**config.mk**
```make
export PLATFORM = sky130hd
export DESIGN_NAME = regfile_master
export DESIGN_NICKNAME = d
export VERILOG_FILES = /design/src/rtl/regfile_master.sv
export SDC_FILE = /design/constraint.sdc
export NUM_CORES = 1
export LEC_CHECK = 0
export ABC_CLOCK_PERIOD_IN_PS = 1700
export CAP_MARGIN = 20
export CORE_MARGIN = 5
export CORE_UTILIZATION = 40
export CTS_BUF_LIST = sky130_fd_sc_hd__clkbuf_4 sky130_fd_sc_hd__clkbuf_8
export DETAILED_ROUTE_END_ITERATION = 10
export PLACE_DENSITY = 0.79
export SYNTH_ARGS = -nofsm -noshare
export SYNTH_HDL_FRONTEND = slang
export SYNTH_SLANG_ARGS = --single-unit
```
**constraint.sdc**
```tcl
create_clock -name clock -period 1.7 [get_ports clock]
set_input_delay 0.34 -clock clock [delete_from_list [all_inputs] [get_ports clock]]
set_output_delay 0.34 -clock clock [all_outputs]
set_load 0.02 [all_outputs]
```
**src/rtl/regfile_master.sv**
```systemverilog
// Command sequencer for an external register file with two async read ports and one write port.
// Define REGFILE_MASTER_CLEAR_EN to build in the sequential CLEAR of every register.
module regfile_master #(
    parameter int DW = 32,
    parameter int AW = 5
) (
    input  logic          clock,
    input  logic          reset,
    input  logic          cmd_valid,
    output logic          cmd_ready,
    input  logic [1:0]    cmd_op,
    input  logic [AW-1:0] cmd_addra,
    input  logic [AW-1:0] cmd_addrb,
    input  logic [AW-1:0] cmd_addrc,
    input  logic [DW-1:0] cmd_data,
    output logic          rsp_valid,
    input  logic          rsp_ready,
    output logic [DW-1:0] rsp_dataa,
    output logic [DW-1:0] rsp_datab,
    output logic [AW-1:0] addra,
    output logic [AW-1:0] addrb,
    input  logic [DW-1:0] dataa,
    input  logic [DW-1:0] datab,
    output logic          enc,
    output logic [AW-1:0] addrc,
    output logic [DW-1:0] datac,
    output logic          busy
);

    localparam logic [1:0] OP_READ  = 2'b00;
    localparam logic [1:0] OP_WRITE = 2'b01;
    localparam logic [1:0] OP_COPY  = 2'b10;

`ifdef REGFILE_MASTER_CLEAR_EN
    localparam logic [DW-1:0] NREGS = DW'(2**AW);
`endif

    typedef enum logic [2:0] {
        S_IDLE,
        S_READ,
        S_WRITE,
        S_COPY1,
        S_COPY2,
`ifdef REGFILE_MASTER_CLEAR_EN
        S_CLEAR,
`endif
        S_RESP
    } state_t;

    state_t        state;
    logic [AW-1:0] dst_q;

    // All outputs are registered; the read/write port addresses double as the latched command fields.
    always_ff @(posedge clock or negedge reset) begin
        if (!reset) begin
            state     <= S_IDLE;
            cmd_ready <= 1'b0;
            busy      <= 1'b0;
            rsp_valid <= 1'b0;
            rsp_dataa <= '0;
            rsp_datab <= '0;
            addra     <= '0;
            addrb     <= '0;
            addrc     <= '0;
            datac     <= '0;
            enc       <= 1'b0;
            dst_q     <= '0;
        end else begin
            case (state)
                S_IDLE: begin
                    cmd_ready <= 1'b1;
                    if (cmd_valid && cmd_ready) begin
                        cmd_ready <= 1'b0;
                        busy      <= 1'b1;
                        dst_q     <= cmd_addrc;
                        case (cmd_op)
                            OP_READ: begin
                                addra <= cmd_addra;
                                addrb <= cmd_addrb;
                                state <= S_READ;
                            end
                            OP_WRITE: begin
                                enc   <= 1'b1;
                                addrc <= cmd_addrc;
                                datac <= cmd_data;
                                state <= S_WRITE;
                            end
                            OP_COPY: begin
                                addra <= cmd_addra;
                                state <= S_COPY1;
                            end
                            default: begin
`ifdef REGFILE_MASTER_CLEAR_EN
                                enc   <= 1'b1;
                                addrc <= '0;
                                datac <= '0;
                                state <= S_CLEAR;
`else
                                // No clear hardware: answer immediately with the error marker.
                                rsp_dataa <= '0;
                                rsp_datab <= '1;
                                rsp_valid <= 1'b1;
                                state     <= S_RESP;
`endif
                            end
                        endcase
                    end
                end
                S_READ: begin
                    rsp_dataa <= dataa;
                    rsp_datab <= datab;
                    rsp_valid <= 1'b1;
                    state     <= S_RESP;
                end
                S_WRITE: begin
                    enc       <= 1'b0;
                    rsp_dataa <= datac;
                    rsp_datab <= '0;
                    rsp_valid <= 1'b1;
                    state     <= S_RESP;
                end
                S_COPY1: begin
                    enc   <= 1'b1;
                    addrc <= dst_q;
                    datac <= dataa;
                    state <= S_COPY2;
                end
                S_COPY2: begin
                    enc       <= 1'b0;
                    rsp_dataa <= datac;
                    rsp_datab <= '0;
                    rsp_valid <= 1'b1;
                    state     <= S_RESP;
                end
`ifdef REGFILE_MASTER_CLEAR_EN
                S_CLEAR: begin
                    // addrc itself is the sweep counter; the last address ends the sweep.
                    if (addrc == {AW{1'b1}}) begin
                        enc       <= 1'b0;
                        rsp_dataa <= NREGS;
                        rsp_datab <= '0;
                        rsp_valid <= 1'b1;
                        state     <= S_RESP;
                    end else begin
                        addrc <= addrc + AW'(1);
                    end
                end
`endif
                S_RESP: begin
                    if (rsp_ready) begin
                        rsp_valid <= 1'b0;
                        busy      <= 1'b0;
                        cmd_ready <= 1'b1;
                        state     <= S_IDLE;
                    end
                end
                default: state <= S_IDLE;
            endcase
        end
    end

endmodule

```
==> results.yml, run 1 <==
run_status:
  status: "complete, but fails checks"
  violations: "negative setup slack"
sta:
  period_minus_slack_ns: 1.86
  hold_viol: 0
  finalMaxSlewViolations: 0
  max-slew-margin-rel_pct: 76.6
  fin_crit_sh_pct: 110
  rsz0062_at_grt: "yes"
  max_freq_ghz: 0.536
  skew_ns: 0.00744
  worst_slew_pin_slew_ns: 0.351
  setup_tns_ns: -8.66
  setup_viol: 71
  setup_slack_ns: -0.165
  hold_ws_ns: 0.452
synthesis:
  syn_area_um2: 5510
  synth_top_cells_by_area: "dfrtp_1, mux2_2, o221a_2, a221o_1, and2_1"
  post-synth-top-area-cell: "dfrtp_1"
  synth_edf_count: 0
  synth_top_family_by_area: "multiplexers"
  synth.avg_cell_area_um2: 14.2
  synth_fa_ha_area_share_pct: 1.34
  synthSimpleGateAreaFrac_pct: 5.93
  synth_top_area_share_pct: 55.9
  synth_cells: 387
  async_reset_ff_share_pct: 100
  synth_cell_type_count: 38
  synth_warnings: 0
  synthFlopType: "dfrtp_1"
  synth-xor-area-share_pct: 0.159
  synthMuxAreaShare_pct: 18.9
  synth_seq_cells: 123
  yosysSeqAreaShare_pct: 55.9
  synth_nets: 509
  synth_compound_area_share_pct: 14.4
detailed_routing:
  ant_nets: 0
  via_per_inst: 5.29
  drt-total-wl_um: 17000
  drcViolationCount: 0
  vias: 4473
  routedWlPerCell_um: 20.1
  drt-initial-drc-count: 226
  dr.pass1.iters: 4
setup_path:
  path_class: "reg -> reg"
  critPathLaunchType: "flop"
  r2r_cells: 5
  crit_path_end_kind: "flop"
  reg2reg_from: "state[0]"
  reg2reg_slack_ns: -0.16
  required_ns: 2.01
  worst-path-max-fanout: 7
  critPathArrivalTime_ns: 2.17
  reg2reg_to: "datac[18]"
final_layout:
  fin_nets: 779
  drive_gt1_share_pct: 32.1
  layout_commonest_cell: "dfrtp_1"
  n_antenna_cell: 0
  area_growth_pct: 63.8
  final_cell_mix: "dfrtp_1, dlygate4sd2_1, clkdlybuf4s50_1"
  nFillCells: 1035
placed_design:
  port_buffers: 231
  dp_slack_ns: -0.722
  place_congestion: 0.799
  hpwl_um: 11400
clocking:
  cts-buffers-inserted: 17
  clk_latency_ns: 0.43
  clock-sinks: 123
  root_buffer: "clkbuf_8"
  clockBufferDepth: 2
  htree_levels: 4
  tritoncts: "yes"
  cts.clk_slew.worst_paths_ns: 0.07
global_routing:
  antenna_found_initial: 0
  grt_max_degree: 65
  grt_first_pass_wirelength_um: 26700
  grt_pass1_vias: 4961
  grt_overflow: 0
  grt_usage_pct: 20.8
power_and_ir_drop:
  p_per_area_nw_per_um2: 1910
  p_leak_nw: 4.12
  irDropWorstVdd_mv: 0.958
die:
  ioPinCount: 232
  initial_core_util_pct: 41.1
  die_area_um2: 16200
  fp.coreArea_um2: 13400
  die_w_um: 127
  num_rows: 42
  fp.dieH_um: 127
job:
  cap_violations: 0
worst_hold_path:
  hp-class: "in -> async"
-- Yosys cell counts, types with 3 or more instances --
| library cell | number |
|---|---|
| buf_6 | 3 |
| nor2_1 | 4 |
| nand2_1 | 4 |
| o21a_1 | 3 |
| mux2_4 | 10 |
| o21ai_0 | 3 |
| dfrtp_1 | 123 |
| and2_1 | 33 |
| clkbuf_1 | 14 |
| buf_2 | 11 |
| a221o_1 | 32 |
| o221a_2 | 32 |
| mux2_2 | 70 |
| mux2_1 | 9 |
| inv_1 | 4 |
| ha_1 | 5 |
-- stage by stage --
stage	utilization (%)	std cells	total power, W	instance area [um2]
after floorplan	-	387	0.0101	5570
after global placement	61.8	793	0.0142	8280
after detailed placement	61.8	793	0.0145	8280
after CTS	65.9	837	0.0169	8840
after global routing	67.3	846	0.0182	9020
final	67.3	846	0.0173	9020
-- final cells by class --
class | instances | area (um2) | area share, %
Multi-Input combinational cell | 229 | 2380 | 26.4
Sequential cell | 123 | 3080 | 34.1
Tap cell | 176 | 220 | 2.44
Timing Repair Buffer | 282 | 2890 | 32.0
Inverter | 4 | 15.0 | 0.166
Clock inverter | 12 | 171 | 1.90
Clock buffer | 20 | 263 | 2.91
-- critical path: stages (launching register included) --
cell and delay, ns:
dfrtp_1 0.41, or4b_4 0.53, o21ai_4 0.19, buf_6 0.16
buf_16 0.14, mux2_4 0.30
-- report_power, final --
group	switching (W)	leakage [nW]	total, W	internal [W]
clock network	0.00117	0.227	0.00283	0.00166
registers	0.000957	1.47	0.00537	0.00442
logic	0.00438	2.42	0.00906	0.00468
-- worst max-delay path by stage --
stage	startpoint	end	slack (ns)
2_1_floorplan	state[1]	addrc[0]	-0.16
3_3_place_gp	cmd_op[1]	datac[5]	-0.70
3_5_place_dp	cmd_op[1]	datac[15]	-0.72
4_1_cts	state[1]	datac[8]	-0.17
5_1_grt	state[1]	datac[6]	-0.23
6_report	state[0]	datac[18]	-0.16
-- state kept, by name, summed over array words and instances (netlist names) --
signal / count
addra: 5
addrb: 5
addrc: 5
busy: 1
cmd_ready: 1
datac: 32
dst_q: 5
enc: 1
rsp_dataa: 32
rsp_datab: 32
rsp_valid: 1
state: 3
-- routing by layer --
metal | vias to the layer above | track usage (%) | wire [um]
met5 | - | 0 | 0
met4 | 0 | 6.75 | 273
met3 | 27 | 6.93 | 1200
met2 | 174 | 34.1 | 8520
met1 | 2257 | 25.9 | 7020
li1 | 2015 | - | -
-- cells by family (layout without fill, tap and decap cells) --
kind of cell | Yosys count | count (layout)
AOI/OAI and AO/OA | 80 | 80
buffers and inverters | 35 | 318
adders and majority gates | 6 | 6
xor gates and xnor gates | 1 | 1
DFF | 123 | 123
muxes | 89 | 89
and+or+nand+nor | 53 | 53
-- what timing repair did --
item                                    4_1_cts  5_1_grt
gates cloned                                  5        4
endpoints found under the setup margin      220      109
gates resized for setup                     137       17
hold buffers                                  1        0
hold endpoints to repair                    123        0
pin swaps                                     2        2
buffers inserted                              6        6
(Power assumes the default switching activity.)
==> inputs of run 2 (changes only) <==
--- a/config.mk
+++ b/config.mk
@@ -5,13 +5,14 @@
 export SDC_FILE = /design/constraint.sdc
 export NUM_CORES = 1
 export LEC_CHECK = 0
+export ABC_AREA = 1
 export ABC_CLOCK_PERIOD_IN_PS = 1700
 export CAP_MARGIN = 20
 export CORE_MARGIN = 5
-export CORE_UTILIZATION = 40
+export CORE_UTILIZATION = 41
 export CTS_BUF_LIST = sky130_fd_sc_hd__clkbuf_4 sky130_fd_sc_hd__clkbuf_8
 export DETAILED_ROUTE_END_ITERATION = 10
-export PLACE_DENSITY = 0.79
+export PLACE_DENSITY = 0.8
 export SYNTH_ARGS = -nofsm -noshare
 export SYNTH_HDL_FRONTEND = slang
 export SYNTH_SLANG_ARGS = --single-unit
==> run 2 against run 1 <==
Against the previous run:
- the run now ends clean
- clock power is 8.1% higher
- power is 1.2% higher
- cell area is 3.0% lower
- final cell count grew 34%
- core utilization fell by 4.0 points
- sequential cell count is the same
- clock skew up 0.0012 ns
- hold slack got worse by 0.067 ns
- synthesized area increased by 4.5%
- largest power group unchanged
==> results.yml, run 2 <==
synthesis:
  synthMuxAreaShare_pct: 0
  synth-xor-area-share_pct: 0
  synth_fa_ha_area_share_pct: 1.09
  syn_area_um2: 5760
  ys_top_cells_by_count: "nand2_1, dfrtp_1, inv_1, o21ai_0, nand3_1"
  synth_compound_area_share_pct: 15.6
  synth_cell_type_count: 20
  async_reset_ff_share_pct: 100
  synth_top_cells_by_area: "dfrtp_1, nand2_1, o21ai_0, inv_1, o2111ai_1"
  synth.most_common_cell: "nand2_1"
  synth_seq_cells: 123
  yosysSeqAreaShare_pct: 53.4
  synth_edf_count: 0
  synthFlopType: "dfrtp_1"
  synth_top_area_share_pct: 53.4
  post-synth-top-area-cell: "dfrtp_1"
  synth_cells: 713
  synthSimpleGateAreaFrac_pct: 20.4
  synth_nets: 835
  synth_top_family_by_area: "simple AND/OR/NAND/NOR gates"
  synth.avg_cell_area_um2: 8.08
  synth_warnings: 0
setup_path:
  cpMaxStageDelayCell: "dfrtp_1"
  path_buf_inv: 2
  cp.depth: 7
  r2r_cells: 7
  critPathArrivalTime_ns: 1.86
  crit_family: "simple AND/OR/NAND/NOR gates"
  cp_common_cell: "nand2_2"
  critPathLaunchType: "flop"
  crit_path_end_kind: "flop"
  max_stage_delay_ns: 0.47
  path_class: "reg -> reg"
  crit_chain: "nor2_2 > nand2_2 > inv_1 > nand2_1 > nand2_2 > buf_12 > o21ai_0"
  worst-path-max-fanout: 40
  required_ns: 2.01
die:
  die_area_um2: 16500
  ioPinCount: 232
  fp.dieH_um: 129
  fp.coreArea_um2: 13800
  die_w_um: 129
  initial_core_util_pct: 41.7
  num_rows: 43
job:
  cap_violations: 0
placed_design:
  place_congestion: 0.805
  port_buffers: 231
  dpl-instance-area_um2: 8420
  place_inst: 1102
  hpwl_um: 12600
final_layout:
  layout_commonest_cell: "nand2_1"
  nFillCells: 1236
  fin_nets: 1064
  top_regs: "datac (32), rsp_dataa (32), rsp_datab (32)"
  area_growth_pct: 52.0
  fin_area_um2: 8760
  drive_gt1_share_pct: 7.23
  stdcell_count: 1135
  final_cell_mix: "nand2_1, dfrtp_1, clkdlybuf4s50_1, dlygate4sd2_1, inv_1"
  n_antenna_cell: 0
sta:
  skew_ns: 0.00863
  period_minus_slack_ns: 1.56
  hold_ws_ns: 0.386
  worst_slew_pin_slew_ns: 0.428
  max_freq_ghz: 0.642
  hold_viol: 0
  max-slew-margin-rel_pct: 71.5
  fin_crit_sh_pct: 91.6
  rsz0062_at_grt: "no"
  finalMaxSlewViolations: 0
  setup_viol: 0
global_routing:
  grt_usage_pct: 21.3
  grt_overflow: 0
  antenna_found_initial: 0
  grt_pass1_vias: 5516
  grt_first_pass_wirelength_um: 27900
  grt_max_degree: 41
power_and_ir_drop:
  p_leak_nw: 4.50
  p_per_area_nw_per_um2: 1990
  irDropWorstVdd_mv: 1.23
detailed_routing:
  ant_nets: 0
  drcViolationCount: 0
  dr.pass1.iters: 5
  routedWlPerCell_um: 15.6
  drt-total-wl_um: 17700
  vias: 5582
  via_per_inst: 4.92
  drt-initial-drc-count: 317
clocking:
  post-cts-setup-buffer-count: 0
  tritoncts: "yes"
  clk_latency_ns: 0.44
  htree_levels: 4
  clock-sinks: 123
  cts-buffers-inserted: 17
  clockBufferDepth: 2
  cts.clk_slew.worst_paths_ns: 0.07
  root_buffer: "clkbuf_8"
run_status:
  status: "finished, final reports clean"
worst_hold_path:
  hp-class: "in -> async"
## run 2: changes by cell type after synthesis, sizes merged, moves of 33 or more
cell and change:
nand2 +204, mux2 -89, inv +83, o21ai +80, nand3 +43, nor2 +40, a21oi +34, and2 -33
## run 2: layout make-up
type,instances,area [um2],share of cell area (%)
clock inverter,11,190,2.17
timing repair buffer,257,2500,28.6
inverter,87,327,3.73
clock buffer,21,283,3.23
multi-input combinational,456,2150,24.6
sequential,123,3080,35.1
tap,180,225,2.57
## run 2: metrics by stage
step | total power (W) | TNS, ns | worst slack (ns) | util, %
6_report | 0.0175 | 0 | 0.142 | 63.3
4_1_cts | 0.0177 | 0 | 0.0869 | 63.3
2_1_floorplan | 0.0108 | 0 | 0.209 | -
3_5_place_dp | 0.0155 | -15.46 | -0.186 | 60.9
5_1_grt | 0.0188 | 0 | 0.0374 | 63.3
3_3_place_gp | 0.0153 | -11.77 | -0.127 | 60.9
## run 2: final timing paths
| path | from | to | slack (ns) |
|---|---|---|---|
| min in group clock | cmd_addra[4] | addra[4] | 0.46 |
| hold reg to reg | rsp_valid | rsp_valid | 0.46 |
| max in group asynchronous | reset | datac[9] | 0.78 |
| hold / removal | reset | addra[2] | 0.39 |
| setup / recovery | state[0] | datac[20] | 0.14 |
| setup reg to reg | state[0] | datac[20] | 0.14 |
## run 2: cell families after synthesis
group                    count (synthesis)
buffers and inverters                  134
flip-flops                             123
AO/OA/AOI/OAI                          154
AND/OR/NAND/NOR                        297
adder cells (fa/ha/maj)                  5
## run 2: what timing repair did
action,CTS,global route
hold endpoints to repair,26,0
gates resized for setup,115,2
endpoints found under the setup margin,115,18
hold buffers,1,0
## run 2: per-layer routing
| layer | routed length [um] | vias to the layer above | share of wire (%) | global-route usage (%) |
|---|---|---|---|---|
| li1 | - | 2757 | - | - |
| met1 | 7480 | 2611 | 42 | 26.7 |
| met2 | 8560 | 185 | 49 | 35.5 |
| met3 | 1160 | 29 | 6.6 | 5.27 |
| met4 | 446 | 0 | 2.5 | 8.65 |
| met5 | 0 | - | 0 | 0 |
## run 2: where the power goes
| part | internal (W) | switching (W) | total, W |
|---|---|---|---|
| combinational | 0.00338 | 0.00574 | 0.00912 |
| sequential | 0.00443 | 0.000852 | 0.00529 |
| clock | 0.00188 | 0.00119 | 0.00306 |
## run 2: worst register-to-register path: cells and delay by family, from the launching register on
kind	cells	cell delay, ns
AO/OA/AOI/OAI	1	0.13
flip-flops	1	0.47
AND/OR/NAND/NOR	4	0.53
buffers and inverters	2	0.32
